[config.mk]
export PLATFORM = sky130hd
export DESIGN_NAME = rob_queue
export DESIGN_NICKNAME = d
export VERILOG_FILES = /design/src/rtl/rob_queue_pkg.sv /design/src/rtl/rob_query_port.sv /design/src/rtl/rob_queue.sv
export SDC_FILE = /design/constraint.sdc
export NUM_CORES = 2
export LEC_CHECK = 0
export CAP_MARGIN = 20
export CORE_AREA = 2 2 347 349
export CTS_BUF_LIST = sky130_fd_sc_hd__clkbuf_8
export DETAILED_ROUTE_END_ITERATION = 10
export DIE_AREA = 0 0 349 351
export PLACE_DENSITY = 0.78
export SLEW_MARGIN = 0
export SYNTH_ARGS = -nofsm -noshare
export SYNTH_HDL_FRONTEND = slang
export SYNTH_SLANG_ARGS = --single-unit
[constraint.sdc]
create_clock -name clk -period 4.39 [get_ports clk]
set_input_delay 1.0975 -clock clk [delete_from_list [all_inputs] [get_ports clk]]
set_output_delay 1.0975 -clock clk [all_outputs]
set_load 0.01 [all_outputs]
[src/rtl/rob_queue_pkg.sv]
// Shared widths and entry layout for the reorder buffer.
// Imported by rob_queue and rob_query_port.
package rob_queue_pkg;

  localparam int ROB_DEPTH_DEF      = 16;
  localparam int ROB_ID_WIDTH_DEF   = 4;
  localparam int EXC_TYPE_BUS_WIDTH = 8;
  localparam int REG_ADDR_W         = 5;
  localparam int DATA_W             = 32;
  localparam int ADDR_W             = 32;

  typedef logic [EXC_TYPE_BUS_WIDTH-1:0] exc_t;

  typedef struct packed {
    logic                  valid;
    logic                  done;
    logic                  reg_write_en;
    logic [REG_ADDR_W-1:0] reg_write_addr;
    logic [ADDR_W-1:0]     pc;
    exc_t                  exception_type;
    logic [DATA_W-1:0]     data;
  } rob_entry_t;

endpackage

[src/rtl/rob_query_port.sv]
// Operand-reference lookup into the ROB: ready/data for one id.
// ROB_WB_BYPASS_EN forwards a same-cycle writeback to the query.
module rob_query_port
  import rob_queue_pkg::*;
#(
  parameter int ROB_DEPTH    = ROB_DEPTH_DEF,
  parameter int ROB_ID_WIDTH = ROB_ID_WIDTH_DEF
) (
  input  logic [ROB_ID_WIDTH-1:0]           query_id,
  input  logic [ROB_DEPTH-1:0]              valid,
  input  logic [ROB_DEPTH-1:0]              done,
  input  logic [ROB_DEPTH-1:0][DATA_W-1:0]  data,
  input  logic                              wb_en,
  input  logic [ROB_ID_WIDTH-1:0]           wb_id,
  input  logic [DATA_W-1:0]                 wb_data,
  output logic                              query_ready,
  output logic [DATA_W-1:0]                 query_data
);

  always_comb begin
    query_ready = valid[query_id] && done[query_id];
    query_data  = valid[query_id] ? data[query_id] : '0;
`ifdef ROB_WB_BYPASS_EN
    if (wb_en && (wb_id == query_id) && valid[query_id]) begin
      query_ready = 1'b1;
      query_data  = wb_data;
    end
`endif
  end

`ifndef ROB_WB_BYPASS_EN
  logic unused_wb;
  assign unused_wb = ^{wb_en, wb_id, wb_data};
`endif

endmodule

[src/rtl/rob_queue.sv]
// In-order reorder buffer: allocate, writeback, query, commit.
// Ports: alloc_*, wb_*, query_*, commit_*; ROB_WB_BYPASS_EN optional.
module rob_queue
  import rob_queue_pkg::*;
#(
  parameter int ROB_DEPTH    = ROB_DEPTH_DEF,
  parameter int ROB_ID_WIDTH = ROB_ID_WIDTH_DEF
) (
  input  logic                          clk,
  input  logic                          rst,
  input  logic                          flush,
  input  logic                          alloc_en,
  input  logic                          alloc_done,
  input  logic                          alloc_reg_write_en,
  input  logic [REG_ADDR_W-1:0]         alloc_reg_write_addr,
  input  logic [EXC_TYPE_BUS_WIDTH-1:0] alloc_exception_type,
  input  logic [ADDR_W-1:0]             alloc_pc,
  output logic [ROB_ID_WIDTH-1:0]       alloc_id,
  output logic                          full,
  input  logic                          wb_en,
  input  logic [ROB_ID_WIDTH-1:0]       wb_id,
  input  logic [DATA_W-1:0]             wb_data,
  input  logic [EXC_TYPE_BUS_WIDTH-1:0] wb_exception_type,
  input  logic [ROB_ID_WIDTH-1:0]       query_id_1,
  input  logic [ROB_ID_WIDTH-1:0]       query_id_2,
  output logic                          query_ready_1,
  output logic                          query_ready_2,
  output logic [DATA_W-1:0]             query_data_1,
  output logic [DATA_W-1:0]             query_data_2,
  output logic                          commit_en,
  output logic                          commit_reg_write_en,
  output logic [REG_ADDR_W-1:0]         commit_reg_write_addr,
  output logic [DATA_W-1:0]             commit_data,
  output logic [ADDR_W-1:0]             commit_pc,
  output logic                          commit_exc,
  output logic [EXC_TYPE_BUS_WIDTH-1:0] commit_exception_type
);

  localparam int PW = ROB_ID_WIDTH + 1;

  rob_entry_t ent [ROB_DEPTH];

  logic [PW-1:0]           head;
  logic [PW-1:0]           tail;
  logic [ROB_ID_WIDTH-1:0] head_idx;
  logic [ROB_ID_WIDTH-1:0] tail_idx;
  rob_entry_t              head_ent;
  logic                    do_alloc;
  logic                    do_commit;

  assign head_idx  = head[ROB_ID_WIDTH-1:0];
  assign tail_idx  = tail[ROB_ID_WIDTH-1:0];
  assign head_ent  = ent[head_idx];
  // Same index, opposite lap: every slot is occupied.
  assign full      = (head_idx == tail_idx) &&
                     (head[ROB_ID_WIDTH] != tail[ROB_ID_WIDTH]);
  assign alloc_id  = tail_idx;
  assign do_alloc  = alloc_en && !full;
  assign do_commit = head_ent.valid && head_ent.done;

  always_ff @(posedge clk or negedge rst) begin
    if (!rst) begin
      for (int i = 0; i < ROB_DEPTH; i++) ent[i] <= '0;
      head                  <= '0;
      tail                  <= '0;
      commit_en             <= 1'b0;
      commit_reg_write_en   <= 1'b0;
      commit_reg_write_addr <= '0;
      commit_data           <= '0;
      commit_pc             <= '0;
      commit_exc            <= 1'b0;
      commit_exception_type <= '0;
    end else if (flush) begin
      for (int i = 0; i < ROB_DEPTH; i++) ent[i].valid <= 1'b0;
      head      <= '0;
      tail      <= '0;
      commit_en <= 1'b0;
    end else begin
      if (wb_en && ent[wb_id].valid) begin
        ent[wb_id].done <= 1'b1;
        ent[wb_id].data <= wb_data;
        ent[wb_id].exception_type <=
          ent[wb_id].exception_type | wb_exception_type;
      end
      if (do_commit) begin
        ent[head_idx].valid   <= 1'b0;
        head                  <= head + PW'(1);
        commit_en             <= 1'b1;
        commit_exc            <= |head_ent.exception_type;
        // A faulting instruction must not update architectural state.
        commit_reg_write_en   <= head_ent.reg_write_en &&
                                 !(|head_ent.exception_type);
        commit_reg_write_addr <= head_ent.reg_write_addr;
        commit_data           <= head_ent.data;
        commit_pc             <= head_ent.pc;
        commit_exception_type <= head_ent.exception_type;
      end else begin
        commit_en <= 1'b0;
      end
      if (do_alloc) begin
        ent[tail_idx] <= '{
          valid:          1'b1,
          done:           alloc_done || (alloc_exception_type != '0),
          reg_write_en:   alloc_reg_write_en,
          reg_write_addr: alloc_reg_write_addr,
          pc:             alloc_pc,
          exception_type: alloc_exception_type,
          data:           '0
        };
        tail <= tail + PW'(1);
      end
    end
  end

  logic [ROB_DEPTH-1:0]             q_valid;
  logic [ROB_DEPTH-1:0]             q_done;
  logic [ROB_DEPTH-1:0][DATA_W-1:0] q_data;

  always_comb begin
    q_valid = '0;
    q_done  = '0;
    q_data  = '0;
    for (int i = 0; i < ROB_DEPTH; i++) begin
      q_valid[i] = ent[i].valid;
      q_done[i]  = ent[i].done;
      q_data[i]  = ent[i].data;
    end
  end

  rob_query_port #(
    .ROB_DEPTH    (ROB_DEPTH),
    .ROB_ID_WIDTH (ROB_ID_WIDTH)
  ) u_query_1 (
    .query_id    (query_id_1),
    .valid       (q_valid),
    .done        (q_done),
    .data        (q_data),
    .wb_en       (wb_en),
    .wb_id       (wb_id),
    .wb_data     (wb_data),
    .query_ready (query_ready_1),
    .query_data  (query_data_1)
  );

  rob_query_port #(
    .ROB_DEPTH    (ROB_DEPTH),
    .ROB_ID_WIDTH (ROB_ID_WIDTH)
  ) u_query_2 (
    .query_id    (query_id_2),
    .valid       (q_valid),
    .done        (q_done),
    .data        (q_data),
    .wb_en       (wb_en),
    .wb_id       (wb_id),
    .wb_data     (wb_data),
    .query_ready (query_ready_2),
    .query_data  (query_data_2)
  );

endmodule

Yosys cells after proc, flatten, opt, wreduce, memory -nomap -nowiden --
Cells that the tools add are included.
Operators by class: div/mod/pow operators 0, multiplexer cells 62, magnitude comparators 8, $mul 0, $add $sub $neg 2, reductions and logical operators 18, equal/unequal tests 2, bitwise gates (word level) 5, shift-type cells 0
Operators by type and width (number):
- bitwise mux 1280 bit | 5
- two-way mux 1280 bit | 5
- demux 80 bit (select 4 bit) | 5
- binary-select mux 80 bit (select 4 bit) | 2
- two-way mux 80 bit | 6
- binary-select mux 32 bit (select 4 bit) | 2
- two-way mux 32 bit | 5
- two-way mux 79 bit | 1
- two-way mux 40 bit | 1
- two-way mux 1 bit | 22
- two-way mux 5 bit | 4
- binary-select mux 1 bit (select 4 bit) | 4
- >= comparator 5 bit (second input constant) | 3
- less-than comparator 5 x 1 -> 1 bit (second input constant) | 3
- inverter 4 -> 5 bit | 3
- adder 5 x 1 -> 5 bit (second input constant) | 2
- logical AND 1 bit | 10
- less-than comparator 4 x 5 -> 1 bit (second input constant) | 2
- bitwise OR 8 bit | 1
- nonzero test 8 bit | 1
- OR reduction 8 bit | 1
- == test 4 bit | 1
- nonzero test 2 bit | 2
- zero test 1 bit | 2
- other kinds (4) | 4
Word-level totals: input port bits 104, word-level logic and storage cells 218, bits in writable memories 0, flip-flop bits (word level) 1370, memories 0, latch bits 0, memory bits (read-only) 0

Longest topological paths before layout --
depth after elaboration 16, depth in mapped cells 10, mapped depth without buffers 7

Hierarchy --
A second synthesis with hierarchy kept.
Second synthesis, totals: cells, all modules 4620, area, all modules 70786.6 um^2
By module, submodules not included:
- rob_queue | area an instance 62386.1 um^2, cells an instance 4040, instances 1
- rob_query_port | area an instance 4200.3 um^2, cells an instance 290, instances 2

Worst setup path before layout --
Ideal clock, no wire load.
path type input to output, start in query_id_1[0], end out query_data_1[0], required time 3293 ps, data arrival time 3120 ps, path buffers 3, path slack 172 ps, stages on the path 6, cell sequence buf_2 -> buf_1 -> buf_2 -> mux4_2 -> mux4_2 -> nor2b_1
On the way: longest elaborated chain between the ends 3
Ends and longest elaborated chain:
- from (decl) | line rob_queue.sv:24 | input logic [ROB_ID_WIDTH-1:0] query_id_1,
- binary-select mux 32 bit (select 4 bit) / binary-select mux 1 bit (select 4 bit) (equally long branches) | line rob_query_port.sv:22 | query_data = valid[query_id] ? data[query_id] : '0;
- two-way mux 32 bit (implied by the code) / two-way mux 1 bit (equally long branches) | line rob_query_port.sv:22
- two-way mux 32 bit (*) | line rob_query_port.sv:22
- to (decl) | line rob_queue.sv:28 | output logic [DATA_W-1:0] query_data_1,
Every way passes the cells marked *; elsewhere a longest branch is shown, timed or not. The select of a mux whose other input is x is not followed.

Worst setup path in the final report --
start in query_id_1[0], end out query_ready_1
On the way: longest elaborated chain between the ends 3
Ends and longest elaborated chain:
- binary-select mux 1 bit (select 4 bit) | line rob_query_port.sv:21 | query_ready = valid[query_id] && done[query_id];
- two-way mux 1 bit (implied by the code) | line rob_query_port.sv:21
- logical AND 1 bit (*) | line rob_query_port.sv:21
- to (decl) | line rob_queue.sv:26 | output logic query_ready_1,
Marked as above.

==> impl_metrics.env <==
export IMPL_yosysWarningCount=0
export IMPL_die_width_um=349
export IMPL_clk_latency_ns=0.98
export IMPL_yosys_register_bits=1370
export IMPL_cap_violations=0
export IMPL_vias=48400
export IMPL_gp_congestion=0.949
export IMPL_layout_drive_gt1_share=0.454
export IMPL_async_flop_share=1.00
export IMPL_final_max_slew_viol_count=0
export IMPL_seq_area_frac_synth=0.484
export IMPL_track_usage=0.360
export IMPL_cts_hold_buf=0
export IMPL_critPathLaunchType="input pin"
export IMPL_end_kind="output port"
export IMPL_drtIter0Drc=5564
export IMPL_finalCritPeriodShare=0.997
export IMPL_n_fill_cell=7878
export IMPL_gr_usage_met2=0.539
export IMPL_rsz0062_at_grt="no"
export IMPL_io_pins=255
export IMPL_clockRootBuffer="clkbuf_8"
export IMPL_wl_per_cell_um=33.6
export IMPL_htree_levels=4
export IMPL_status="completed"
export IMPL_initial_core_util=0.595
export IMPL_required_ns=3.29
export IMPL_antenna_found_initial=26
export IMPL_worst_pin_slew_ns=1.18
export IMPL_cp_max_fo=10
export IMPL_via_per_inst=7.49
export IMPL_slew_headroom=0.207
export IMPL_final_area_mm2=0.0809
export IMPL_layout_nets=4841
export IMPL_grt_pass1_wl_um=326000
export IMPL_fp_dieArea_mm2=0.122
export IMPL_fin_util=0.680
export IMPL_met3_usage=0.116
export IMPL_cts_tree="built"
export IMPL_use_met1=0.470
export IMPL_min_period_ns=4.37
export IMPL_synth_cell_types=58
export IMPL_ant_nets=0
export IMPL_max_freq_ghz=0.229
export IMPL_synth_flop_cell="dfrtp_1"
export IMPL_synthToLayoutAreaGrowth_pct=14.2
export IMPL_grt_max_degree=129
export IMPL_finalHoldViolCount=0
export IMPL_leakagePower_nw=35.6
export IMPL_rows=127
export IMPL_power_density_mw_per_mm2=377
export IMPL_grt_most_used_layer="met2"
export IMPL_remaining_drc_errors=0
export IMPL_grt_ovfl_total=0
export IMPL_clk_pin_slew_ns=0.05
export IMPL_dp_cells=6044
export IMPL_worst_hold_slack_ns=0.0640
export IMPL_synth_edf_count=0
export IMPL_core_area_mm2=0.119
export IMPL_max_vdd_ir_drop_uv=374
export IMPL_placed_area_mm2=0.0760
export IMPL_die_h_um=351
export IMPL_tns_ns=0
export IMPL_syn_area_mm2=0.0708
export IMPL_path_class="input pin to output port"
export IMPL_post_place_ws_ns=-0.0386
export IMPL_stdcell_count=6459
export IMPL_finalSetupViolCount=0
export IMPL_min_path_type="input pin to asynchronous set/reset pin"
export IMPL_yosys_area_top_type="dfrtp_1"
export IMPL_cp_arrival_ns=3.28
export IMPL_synth_top_area_frac=0.484
export IMPL_skew_ns=0.0422
export IMPL_cts_sinks=1370
export IMPL_syn_num_nets=4660
export IMPL_wl_um=217000
export IMPL_cts_buffers=219
export IMPL_synth_area_per_cell_um2=15.6
export IMPL_postLayoutSetupSlackWorst_ns=0.0153
export IMPL_first_pass_iters=7
export IMPL_dp_hpwl_um=130000
export IMPL_synth_area_leaders="dfrtp_1 48%, mux4_2 24%, mux2_2 11%, a22o_1 6.3%, clkbuf_1 1.6%"
export IMPL_grt_pass1_vias=49900
export IMPL_ctsLongestPathBuffers=3
export IMPL_p_total_mw=30.5
export IMPL_io_buffers=254
export IMPL_netlist_instances=4548
-- sequential cells by signal, indices dropped and copies added (netlist names) --
signal	count
commit_data	32
commit_en	1
commit_exc	1
commit_exception_type	8
commit_pc	32
commit_reg_write_addr	5
commit_reg_write_en	1
ent	1280
head	5
tail	5
-- layout make-up --
class                   instances  area (um^2)  area share
diodes                         12         30.0    0.000371
clock buffers                 278         3830      0.0473
clock inverters               113          747     0.00924
inverters                      22         87.6     0.00108
multi-input cells            2609        34300       0.425
flip-flops and latches       1370        34300       0.424
well taps                    1548         1940      0.0239
repair buffers                507         5610      0.0694
-- report_power, final --
part | internal, mW | switching [mW]
logic | 2.60 | 2.33
registers | 13.6 | 0.592
clock network | 5.98 | 5.39
total | 22.1 | 8.31
-- repair_timing --
action / CTS / global route
buffers inserted: 8 / 1
gates resized for setup: 26 / 25
gates cloned: 1 / 2
pin swaps: 1 / 1
endpoints found under the setup margin: 33 / 24
-- cells by family after synthesis --
family	synth area share
buffers and inverters	0.0344
flip-flops	0.484
adder cells (fa/ha/maj)	0.00141
XOR/XNOR	0.00111
multiplexers	0.356
AO/OA/AOI/OAI	0.0962
AND/OR/NAND/NOR	0.0265
-- layout by cell type (no fill, tap or decap), types with 87 or more instances in the layout --
master,netlist,layout
o221a_2,96,96
clkbuf_8,0,278
inv_1,20,87
a22o_1,512,512
nand2_1,127,127
clkdlybuf4s50_1,0,202
mux2_2,688,688
mux4_2,755,755
buf_4,5,170
dfrtp_1,1370,1360
-- critical path, stage by stage --
cell             delay [ns]
buf_8                  0.15
buf_4                  0.26
mux4_2                 0.52
mux4_2                 0.58
nor2b_1                0.18
clkdlybuf4s50_1        0.47
-- Yosys cell counts (all sizes together), types with 21 or more instances --
cell	number
nor2b	73
a22o	512
nand2	127
mux2	688
mux4	771
nand3	25
clkbuf	310
dfrtp	1370
and2	24
nor2	38
inv	21
nand4	21
and3	24
o221a	96
buf	237
a221o	24
-- path summary, 6_finish.rpt --
kind	start	end	slack [ns]	cells after the start
hold / removal	rst	commit_data[22]	0.06	1
setup reg to reg	head[3]	commit_pc[13]	0.85	7
hold reg to reg	ent[780]	ent[780]	0.50	1
max in group asynchronous	rst	ent[381]	3.12	2
setup / recovery	query_id_1[0]	query_ready_1	0.02	6
min in group clk	ent[780]	ent[780]	0.50	1
-- routing by layer --
layer	wire (um)	up-vias
li1	-	18600
met1	76700	25300
met2	99600	3581
met3	27200	873
met4	13300	28
met5	224	-
Note: power is estimated with default switching activity, not from simulation.
